[config.mk]
export PLATFORM = sky130hd
export DESIGN_NAME = flash_ctrl_v2
export DESIGN_NICKNAME = d
export VERILOG_FILES = /design/src/rtl/flash_pkg.sv /design/src/rtl/flash_we_timer.sv /design/src/rtl/flash_ctrl_v2.sv
export SDC_FILE = /design/constraint.sdc
export NUM_CORES = 1
export LEC_CHECK = 0
export CAP_MARGIN = 20
export CORE_ASPECT_RATIO = 0.7
export CORE_MARGIN = 2
export CORE_UTILIZATION = 47
export CTS_BUF_LIST = sky130_fd_sc_hd__clkbuf_4 sky130_fd_sc_hd__clkbuf_8
export CTS_CLUSTER_DIAMETER = 120
export CTS_CLUSTER_SIZE = 14
export DETAILED_ROUTE_END_ITERATION = 16
export PLACE_DENSITY = 0.82
export SKIP_LAST_GASP = 1
export SYNTH_ARGS = -nofsm -noshare
export SYNTH_HDL_FRONTEND = slang
export SYNTH_SLANG_ARGS = --single-unit
[constraint.sdc]
create_clock -name CLKCPU -period 3.13 [get_ports CLKCPU]
set_input_delay 0.313 -clock CLKCPU [delete_from_list [all_inputs] [get_ports CLKCPU]]
set_output_delay 0.313 -clock CLKCPU [all_outputs]
set_load 0.005 [all_outputs]
[src/rtl/flash_pkg.sv]
// Shared types and decode constants for the flash/MapROM controller.
package flash_pkg;

  // Bus-side controller states
  typedef enum logic [2:0] {
    ST_IDLE,
    ST_RWAIT,
    ST_WSETUP,
    ST_WPULSE,
    ST_WHOLD,
    ST_WBUSY,
    ST_ACK
  } state_e;

  // Write-strobe timer phases
  typedef enum logic [1:0] {
    WT_IDLE,
    WT_SETUP,
    WT_PULSE,
    WT_HOLD
  } we_phase_e;

  localparam logic [3:0] PROG_NIB     = 4'hA;      // A[23:20] of the programming window
  localparam logic [4:0] ROMF_SEL     = 5'b11111;  // A[23:19] of the $F8 ROM window
  localparam logic [4:0] ROME_SEL     = 5'b11100;  // A[23:19] of the $E0 ROM window
  localparam logic [7:0] OVL_CLR_PAGE = 8'hBF;     // CIA page whose write drops the overlay
  localparam int unsigned UNLOCK_BIT  = 7;         // control register write-unlock bit

  // Maps the write timer phase onto the matching controller state
  function automatic state_e phase_state(input we_phase_e p);
    case (p)
      WT_SETUP: return ST_WSETUP;
      WT_PULSE: return ST_WPULSE;
      WT_HOLD:  return ST_WHOLD;
      default:  return ST_IDLE;
    endcase
  endfunction

endpackage

[src/rtl/flash_we_timer.sv]
// Three-phase (setup / pulse / hold) write-strobe sequencer for the NOR flash.
// Each phase lasts its parameter's worth of clock edges; zero-length phases are
// skipped. phase_nxt and done are combinational so the owning FSM can follow
// the sequence on the same edge.
module flash_we_timer
  import flash_pkg::*;
#(
  parameter int unsigned CNT_W    = 4,
  parameter int unsigned WE_SETUP = 1,
  parameter int unsigned WE_WIDTH = 2,
  parameter int unsigned WE_HOLD  = 1
) (
  input  logic      clk,
  input  logic      rst_n,
  input  logic      start,
  input  logic      abort,
  output we_phase_e phase_nxt,
  output logic      done,
  output logic      we_n
);

  localparam logic [CNT_W-1:0] LEN_S = CNT_W'(WE_SETUP);
  localparam logic [CNT_W-1:0] LEN_P = CNT_W'(WE_WIDTH);
  localparam logic [CNT_W-1:0] LEN_H = CNT_W'(WE_HOLD);

  we_phase_e        phase;
  logic [CNT_W-1:0] cnt;
  logic [CNT_W-1:0] cnt_nxt;
  logic             seek;
  logic [1:0]       from;

  // Phase and counter registers; WE is low exactly while in the pulse phase
  always_ff @(posedge clk or negedge rst_n) begin
    if (!rst_n) begin
      phase <= WT_IDLE;
      cnt   <= '0;
      we_n  <= 1'b1;
    end else begin
      phase <= phase_nxt;
      cnt   <= cnt_nxt;
      we_n  <= (phase_nxt != WT_PULSE);
    end
  end

  // Next phase: count down, then search forward for the next non-empty phase.
  // The search is written latest-first so the earliest eligible phase wins.
  always_comb begin
    phase_nxt = phase;
    cnt_nxt   = cnt;
    done      = 1'b0;
    seek      = 1'b0;
    from      = 2'd0;
    if (abort) begin
      phase_nxt = WT_IDLE;
      cnt_nxt   = '0;
    end else if (phase == WT_IDLE) begin
      seek = start;
    end else if (cnt == '0) begin
      seek = 1'b1;
      case (phase)
        WT_SETUP: from = 2'd1;
        WT_PULSE: from = 2'd2;
        default:  from = 2'd3;
      endcase
    end else begin
      cnt_nxt = cnt - 1'b1;
    end

    if (seek) begin
      phase_nxt = WT_IDLE;
      cnt_nxt   = '0;
      done      = 1'b1;
      if (from <= 2'd2 && LEN_H != '0) begin
        phase_nxt = WT_HOLD;
        cnt_nxt   = LEN_H - 1'b1;
        done      = 1'b0;
      end
      if (from <= 2'd1 && LEN_P != '0) begin
        phase_nxt = WT_PULSE;
        cnt_nxt   = LEN_P - 1'b1;
        done      = 1'b0;
      end
      if (from == 2'd0 && LEN_S != '0) begin
        phase_nxt = WT_SETUP;
        cnt_nxt   = LEN_S - 1'b1;
        done      = 1'b0;
      end
    end
  end

endmodule

[src/rtl/flash_ctrl_v2.sv]
// Flash / MapROM controller: decodes 68000 bus cycles into flash windows,
// inserts read wait states, sequences timed WE pulses and hosts the bank /
// unlock control register. Optional macro FLASH_BUSY_WAIT_EN adds a wait on
// FLASH_BUSY_n after the WE hold phase.
module flash_ctrl_v2
  import flash_pkg::*;
#(
  parameter int unsigned BANK_BITS = 2,
  parameter int unsigned WS_FAST   = 0,
  parameter int unsigned WS_SLOW   = 3,
  parameter int unsigned WE_SETUP  = 1,
  parameter int unsigned WE_WIDTH  = 2,
  parameter int unsigned WE_HOLD   = 1,
  parameter logic [7:0]  CTRL_PAGE = 8'hE9,
  parameter int unsigned CNT_W     = 4
) (
  input  logic                 CLKCPU,
  input  logic                 RESET_n,
  input  logic [23:1]          A,
  input  logic                 AS_CPU_n,
  input  logic                 DS_n,
  input  logic                 RW_n,
  input  logic [7:0]           D_HI,
  input  logic                 MAPROM_DIS,
  input  logic                 SPEED_SLOW,
  input  logic                 FLASH_BUSY_n,
  output logic                 FLASH_ACCESS,
  output logic [BANK_BITS:0]   FLASH_HI,
  output logic                 FLASH_RESET_n,
  output logic                 FLASH_OE_n,
  output logic                 FLASH_WE_n,
  output logic                 DTACK_n,
  output logic                 OVL
);

  if (WS_FAST >= 2**CNT_W || WS_SLOW >= 2**CNT_W || WE_SETUP >= 2**CNT_W ||
      WE_WIDTH >= 2**CNT_W || WE_HOLD >= 2**CNT_W) begin : g_bad_timing
    $error("flash_ctrl_v2: timing parameter does not fit in CNT_W bits");
  end
  if (BANK_BITS > UNLOCK_BIT) begin : g_bad_bank
    $error("flash_ctrl_v2: BANK_BITS overlaps the unlock bit");
  end

`ifdef FLASH_BUSY_WAIT_EN
  localparam state_e AFTER_HOLD = ST_WBUSY;
`else
  localparam state_e AFTER_HOLD = ST_ACK;
`endif

  state_e               state;
  state_e               state_nxt;
  logic [CNT_W-1:0]     timer;
  logic [CNT_W-1:0]     timer_nxt;
  logic [CNT_W-1:0]     ws;
  logic                 oe_n;
  logic                 oe_n_nxt;
  logic                 dtack_n;
  logic                 dtack_n_nxt;
  logic                 ovl;
  logic [BANK_BITS-1:0] bank;
  logic                 unlock;
  logic                 maprom;
  logic                 win_prog;
  logic                 win_ovl;
  logic                 win_romf;
  logic                 win_rome;
  logic                 ctrl_hit;
  logic                 we_start;
  we_phase_e            wt_phase_nxt;
  logic                 wt_done;
  state_e               we_follow;
  logic                 sig_unused;

  // Address bits below the page and spare data bits play no part in decode
  assign sig_unused = ^{A[15:1], D_HI[UNLOCK_BIT-1:BANK_BITS], FLASH_BUSY_n};

  assign maprom   = !MAPROM_DIS;
  assign win_prog = (A[23:20] == PROG_NIB) && !maprom;
  assign win_ovl  = (A[23:20] == 4'h0) && maprom && ovl;
  assign win_romf = (A[23:19] == ROMF_SEL) && maprom;
  assign win_rome = (A[23:19] == ROME_SEL) && maprom && !AS_CPU_n;
  assign ctrl_hit = (A[23:16] == CTRL_PAGE);

  assign FLASH_ACCESS  = win_prog || win_ovl || win_romf || win_rome;
  assign FLASH_HI      = win_prog ? {bank, A[19]} : {{BANK_BITS{1'b0}}, A[19] | ovl};
  assign FLASH_RESET_n = RESET_n;
  assign FLASH_OE_n    = oe_n;
  assign DTACK_n       = dtack_n;
  assign OVL           = ovl;

  assign ws       = SPEED_SLOW ? CNT_W'(WS_SLOW) : CNT_W'(WS_FAST);
  assign we_start = (state == ST_IDLE) && !AS_CPU_n && !ctrl_hit && FLASH_ACCESS &&
                    !RW_n && !DS_n && win_prog && unlock;

  flash_we_timer #(
    .CNT_W    (CNT_W),
    .WE_SETUP (WE_SETUP),
    .WE_WIDTH (WE_WIDTH),
    .WE_HOLD  (WE_HOLD)
  ) u_we_timer (
    .clk       (CLKCPU),
    .rst_n     (RESET_n),
    .start     (we_start),
    .abort     (AS_CPU_n),
    .phase_nxt (wt_phase_nxt),
    .done      (wt_done),
    .we_n      (FLASH_WE_n)
  );

  // State register with registered strobe outputs
  always_ff @(posedge CLKCPU or negedge RESET_n) begin
    if (!RESET_n) begin
      state   <= ST_IDLE;
      timer   <= '0;
      oe_n    <= 1'b1;
      dtack_n <= 1'b1;
    end else begin
      state   <= state_nxt;
      timer   <= timer_nxt;
      oe_n    <= oe_n_nxt;
      dtack_n <= dtack_n_nxt;
    end
  end

  // Next-state: write states track the WE timer's phase on the same edge
  always_comb begin
    state_nxt = state;
    timer_nxt = timer;
    we_follow = wt_done ? AFTER_HOLD : phase_state(wt_phase_nxt);
    if (AS_CPU_n) begin
      state_nxt = ST_IDLE;
      timer_nxt = '0;
    end else begin
      case (state)
        ST_IDLE: begin
          if (ctrl_hit) begin
            if (RW_n || !DS_n) state_nxt = ST_ACK;
          end else if (FLASH_ACCESS) begin
            if (RW_n) begin
              if (ws == '0) begin
                state_nxt = ST_ACK;
              end else begin
                state_nxt = ST_RWAIT;
                timer_nxt = ws - 1'b1;
              end
            end else if (!DS_n) begin
              state_nxt = we_start ? we_follow : ST_ACK;
            end
          end
        end
        ST_RWAIT: begin
          if (timer == '0) state_nxt = ST_ACK;
          else             timer_nxt = timer - 1'b1;
        end
        ST_WSETUP, ST_WPULSE, ST_WHOLD: state_nxt = we_follow;
        ST_WBUSY: begin
`ifdef FLASH_BUSY_WAIT_EN
          if (FLASH_BUSY_n) state_nxt = ST_ACK;
`else
          state_nxt = ST_ACK;
`endif
        end
        default: state_nxt = state;
      endcase
    end
  end

  // Output decode: OE falls only when a flash read is accepted from IDLE
  always_comb begin
    oe_n_nxt = oe_n;
    if (AS_CPU_n)
      oe_n_nxt = 1'b1;
    else if (state == ST_IDLE && !ctrl_hit && FLASH_ACCESS && RW_n)
      oe_n_nxt = 1'b0;
    dtack_n_nxt = (state_nxt != ST_ACK);
  end

  // Boot overlay: dropped by any write to the CIA page, restored only by reset
  always_ff @(posedge CLKCPU or negedge RESET_n) begin
    if (!RESET_n)
      ovl <= 1'b1;
    else if (!AS_CPU_n && !RW_n && A[23:16] == OVL_CLR_PAGE)
      ovl <= 1'b0;
  end

  // Control register: bank select and write unlock
  always_ff @(posedge CLKCPU or negedge RESET_n) begin
    if (!RESET_n) begin
      bank   <= '0;
      unlock <= 1'b0;
    end else if (state == ST_IDLE && !AS_CPU_n && ctrl_hit && !RW_n && !DS_n) begin
      bank   <= D_HI[BANK_BITS-1:0];
      unlock <= D_HI[UNLOCK_BIT];
    end
  end

endmodule
Word-level counts from Yosys, hierarchy flattened. Index checks and enable logic that the tools add are counted.

Word-level logic and storage cells: 127. Input bits: 39. Bits in registers: 20. Output and inout port bits: 9.

Bitwise gates (word level): 1. Mux-type cells: 45. Eq/ne operators: 24. $add $sub $neg: 3. $lt $le $gt $ge: 2. Reductions and logical operators: 42.

Operators with widths (count): 2-to-1 mux 4 bit (10); 2-to-1 mux 3 bit (11); logical AND 1 bit (21); 2-to-1 mux 2 bit (9); != test 3 bit, second input constant (6); == test 8 bit, second input constant (2); zero test 4 bit (4); one-hot mux 3 bit (4 select lines) (1); 2-to-1 mux 1 bit (11); == test 5 bit, second input constant (2); one-hot mux 3 bit (3 select lines) (1); one-hot mux 4 bit (2 select lines) (1); subtractor 4 x 1 -> 4 bit, second input constant (2); == test 2 bit, second input constant (3); == test 3 x 2 -> 1 bit, second input constant (2); == test 3 bit, second input constant (2); != test 3 x 2 -> 1 bit, second input constant (2); AND reduction 6 bit (1); zero test 1 bit (5); == test 2 x 1 -> 1 bit, second input constant (2); == test 4 bit, second input constant (1); zero test 2 bit (2); logical OR 1 bit (4); one-hot mux 2 bit (2 select lines) (1); 11 further kinds (11).

Logic depth before layout (Yosys ltp).
Word-level depth: 25. Depth in mapped cells: 14. Depth with buffers taken out: 14.

Cells and area by module. Synthesis repeated with hierarchy kept, for this count alone.

Cells, all modules: 169. Area total of the unflattened synthesis: 1526.5 um2.

Modules (own cells, without submodules): flash_ctrl_v2 (area an instance 1027.2 um2, instances 1, seq. area each 329.1 um2, cells each 115); flash_we_timer (area an instance 499.2 um2, instances 1, seq. area each 176.4 um2, cells each 54).

Least setup slack after synthesis. OpenSTA, ideal clock, no wires.

Path kind: register to register. From: reg u_we_timer.cnt[0]. To: reg dtack_n, in the netlist DTACK_n. Setup time: 87 ps. Required time: 3043 ps. Buffers on the path: 0. Clock period less this slack: 2693 ps. Data arrival time: 2607 ps. Cell stages (with the launch flop): 14. Slack: 437 ps. Path through: dfrtp_1 -> inv_1 -> ha_1 -> or3b_4 -> nor2_1 -> and2_1 -> ha_1 -> a311oi_1 -> ha_1 -> inv_1 -> a221oi_1 -> nand3_1 -> o31ai_2 -> nand3b_1.

Longest elaborated chain between the ends: 20. Elaborated cells between the ends (all ways): 31. Classes of those cells: order compare (2); eq/ne (4); mux (23); reduce/logical (2).

RTL lines: start, declared (line flash_we_timer.sv:27) `logic [CNT_W-1:0] cnt;`; start signal, assigned (line flash_we_timer.sv:40) `cnt <= cnt_nxt;`; zero test 4 bit (*) (line flash_we_timer.sv:58) `end else if (cnt == '0) begin`; 2-to-1 mux 2 bit (line flash_we_timer.sv:58); 2-to-1 mux 2 bit (line flash_we_timer.sv:56) `end else if (phase == WT_IDLE) begin`; 2-to-1 mux 2 bit (line flash_we_timer.sv:53) `if (abort) begin`; less-or-equal comparator 2 bit (line flash_we_timer.sv:73) `if (from <= 2'd2 && LEN_H != '0) begin`; 2-to-1 mux 2 bit (line flash_we_timer.sv:73); 2-to-1 mux 2 bit (line flash_we_timer.sv:78) `if (from <= 2'd1 && LEN_P != '0) begin`; 2-to-1 mux 2 bit (line flash_we_timer.sv:83) `if (from == 2'd0 && LEN_S != '0) begin`; (+1 left out); via u_we_timer.phase_nxt[1] (line flash_we_timer.sv:17) `output we_phase_e phase_nxt,`; (+5 left out); 2-to-1 mux 3 bit (line flash_ctrl_v2.sv:139) `if (RW_n) begin`; 2-to-1 mux 3 bit (line flash_ctrl_v2.sv:138) `end else if (FLASH_ACCESS) begin`; 2-to-1 mux 3 bit (line flash_ctrl_v2.sv:136) `if (ctrl_hit) begin`; one-hot mux 3 bit (4 select lines) (*) (line flash_ctrl_v2.sv:134) `case (state)`; 2-to-1 mux 3 bit (*) (line flash_ctrl_v2.sv:130) `if (AS_CPU_n) begin`; via state_nxt[2] (line flash_ctrl_v2.sv:51) `state_e state_nxt;`; != test 3 bit (*) (line flash_ctrl_v2.sv:175) `dtack_n_nxt = (state_nxt != ST_ACK);`; via dtack_n_nxt (line flash_ctrl_v2.sv:58) `logic dtack_n_nxt;`; end signal, assigned (line flash_ctrl_v2.sv:121) `dtack_n <= dtack_n_nxt;`; end, declared (line flash_ctrl_v2.sv:57) `logic dtack_n;`.

The timed path passes the listed nets; every way through them passes the cells marked *. A chain may end at the register's enable or synchronous reset.

Worst setup path after layout. Same ends and word-level chain as after synthesis.

==> results.sh <==
export IMPL_status="complete, no violations"
export IMPL_num_vias=1306
export IMPL_final_setup_tns_ns=0
export IMPL_min_path_type="reg -> reg"
export IMPL_place_ws_ns=0.169
export IMPL_cpMostUsedCell="ha_1"
export IMPL_critPathBufInv=2
export IMPL_min_period_ns=2.91
export IMPL_path_class="reg -> reg"
export IMPL_r2r_cells=13
export IMPL_hold_depth=2
export IMPL_rrSetupSlack_ns=0.22
export IMPL_cts_buffers=3
export IMPL_antenna_cells=0
export IMPL_grt_pass1_vias=1207
export IMPL_fin_skew_ns=0.00591
export IMPL_insertion_delay_ns=0.27
export IMPL_place_gp_congestion=0.862
export IMPL_tightest_slew_ns=0.424
export IMPL_dieArea_mm2=0.00354
export IMPL_io_pins=48
export IMPL_first_pass_iters=4
export IMPL_syn_mean_instance_area_um2=9.08
export IMPL_yosysMostFrequentCell="nand2_1"
export IMPL_cp_end_kind="register"
export IMPL_yosys_top_cells_count="20 x nand2_1, 16 x dfrtp_1, 13 x nor2_1"
export IMPL_whs_ns=0.463
export IMPL_relSlewSlack_pct=71.7
export IMPL_synthCells=159
export IMPL_path_cells="inv_1, ha_1, or3b_4, nor2_1, and2_1, ha_1, a311oi_2, ha_1, inv_1, a221oi_1, nand3_1, o31ai_2, nand3b_1"
export IMPL_max_stage_delay_ns=0.43
export IMPL_cts_root_buf="clkbuf_8"
export IMPL_dp_hpwl_um=2830
export IMPL_cp_start_kind="register"
export IMPL_port_buffers=26
export IMPL_timing_fmax_mhz=343
export IMPL_ys_ff_latch=20
export IMPL_hold_viol=0
export IMPL_nets=233
export IMPL_synth_area_leaders="dfrtp_1 28%, dfstp_2 7.3%, ha_1 6.1%"
export IMPL_viasPerCell=5.88
export IMPL_final_util_pct=63.1
export IMPL_ctsHoldBuffers=0
export IMPL_die_h_um=50.4
export IMPL_post_cts_buffers=0
export IMPL_ys_warnings_count=0
export IMPL_stdcell_count=222
export IMPL_drv_cap=0
export IMPL_powerDensity_mw_per_mm2=554
export IMPL_cts_tree="done"
export IMPL_setup_viol=0
export IMPL_drt_iter0_markers=85
export IMPL_synth_nets=205
export IMPL_overflow=0
export IMPL_track_usage_pct=21.4
export IMPL_r2r_start="u_we_timer.cnt[0]$_DFFE_PN0P_"
export IMPL_rsz0062_at_grt="false"
export IMPL_detail_route_wl_per_cell_um=16.2
export IMPL_fin_ws_ns=0.216
export IMPL_yosysTopAreaCell="dfrtp_1"
export IMPL_initial_utilization_pct=50.4
export IMPL_r2r_end="DTACK_n$_DFF_PN1_"
export IMPL_n_fill_cell=226
export IMPL_drive_gt1_share_pct=15.1
export IMPL_ir_drop_v=0.000250
export IMPL_clockBufferDepth=2
export IMPL_antenna_left=0
export IMPL_cp_required_ns=3.31
export IMPL_drcViolationCount=0
export IMPL_hold_path_endpoint="FLASH_OE_n$_DFFE_PN1P_"
export IMPL_min_from="FLASH_OE_n$_DFFE_PN1P_"
export IMPL_grt_start_max_net_pins=21
export IMPL_worst_setup_hold_path_clk_slew_ns=0.07
export IMPL_antenna_found_initial=0
export IMPL_synth_edff_count=0
export IMPL_fin_area_mm2=0.00181
export IMPL_syn_to_final_growth_pct=25.0
export IMPL_critical_path_top_delay_family="simple AND/OR/NAND/NOR gates"
export IMPL_syn_area_mm2=0.00144
export IMPL_p_total_mw=1.00
export IMPL_rows=16
export IMPL_clkSinkCount=20
export IMPL_synth_top_flop_cell="dfrtp_1"
export IMPL_arrival_ns=3.10
export IMPL_synth_top_area_share_pct=27.7
export IMPL_die_w_um=70.2
export IMPL_critPathSlowestCell="or3b_4"
export IMPL_seq_area_frac_synth_pct=35.0
export IMPL_async_flop_share_pct=100
export IMPL_ctsHtreeMaxLevel=1
export IMPL_core_area_mm2=0.00286
export IMPL_ys_types=58
export IMPL_grt_pass1_wl_um=5790
export IMPL_p_leak_nw=0.788
export IMPL_report_final_slew_viol_count=0
export IMPL_routed_wl_um=3590
export IMPL_fin_crit_sh_pct=93.1
export IMPL_worst_path_max_fanout=4
export IMPL_place_area_mm2=0.00172
export IMPL_placedCellCount=218
## worst min-delay path, stage by stage, from the launching register on
cell and delay, ns:
dfstp_2 0.37, nand2_1 0.05, nand2_1 0.05
## report_power, final
part	total, mW	switching, mW	internal (mW)
clock network	0.262	0.0907	0.171
logic	0.382	0.205	0.177
registers	0.358	0.0592	0.299
total	1.00	0.355	0.646
## cells in the final DEF, fill, tap and decap left out, types with 3 or more instances in the layout
cell             netlist  final
dfstp_2                4      4
nor2_1                13     13
nand3_1                3      3
a21oi_1               12     12
ha_1                   7      7
clkbuf_8               1      3
mux2_4                 3      3
clkdlybuf4s50_1        0     26
dfrtp_1               16     16
nor3_1                 3      3
inv_1                 12     12
buf_4                  2      3
nand2_1               20     20
nor2b_1                3      3
o21ai_0                4      4
## how the worst max path moves through the flow
stage / slack, ns / to / start / cells after the start
global placement: 0.24 / DTACK_n$_DFF_PN1_ / A[20] / 12
CTS: 0.17 / DTACK_n$_DFF_PN1_ / u_we_timer.cnt[0]$_DFFE_PN0P_ / 13
detailed placement: 0.17 / DTACK_n$_DFF_PN1_ / A[20] / 12
floorplan: 0.44 / DTACK_n$_DFF_PN1_ / u_we_timer.cnt[0]$_DFFE_PN0P_ / 13
finish: 0.22 / DTACK_n$_DFF_PN1_ / u_we_timer.cnt[0]$_DFFE_PN0P_ / 13
global route: 0.06 / DTACK_n$_DFF_PN1_ / u_we_timer.cnt[0]$_DFFE_PN0P_ / 13
## registers in the layout (all words and copies together) (netlist names)
register,count
timer,4
u_we_timer.cnt,4
state,3
bank,2
u_we_timer.phase,2
DTACK_n,1
FLASH_OE_n,1
OVL,1
u_we_timer.we_n,1
unlock,1
## per-layer routing
layer	part of all wire (%)	global-route usage, %
met5	0	0
met4	2.3	8.65
met3	6.7	4.62
met2	44	33.2
met1	47	29.3
## area by class of cell
class                           count  area (µm²)  area share, %
Tap cell                           36        45.0           2.49
Timing Repair Buffer               29         283           15.7
Inverter                           12        45.0           2.49
Multi-Input combinational cell    121         856           47.4
Sequential cell                    20         505           28.0
Clock inverter                      1        30.0           1.66
Clock buffer                        3        41.3           2.29
## what timing repair did
| item | CTS | global route |
|---|---|---|
| hold endpoints to repair | 0 | 0 |
| gates resized for setup | 0 | 2 |
| endpoints found under the setup margin | 0 | 2 |
## cell families after synthesis
group / count (synthesis) / synth area share [%]
adder cells (fa/ha/maj): 7 / 6.07
XOR/XNOR: 1 / 0.607
AND/OR/NAND/NOR: 69 / 27.7
flip-flops: 20 / 35.0
buffers and inverters: 18 / 6.50
multiplexers: 4 / 3.81
AO/OA/AOI/OAI: 40 / 20.3
Note: power is estimated with default switching activity, not from simulation.
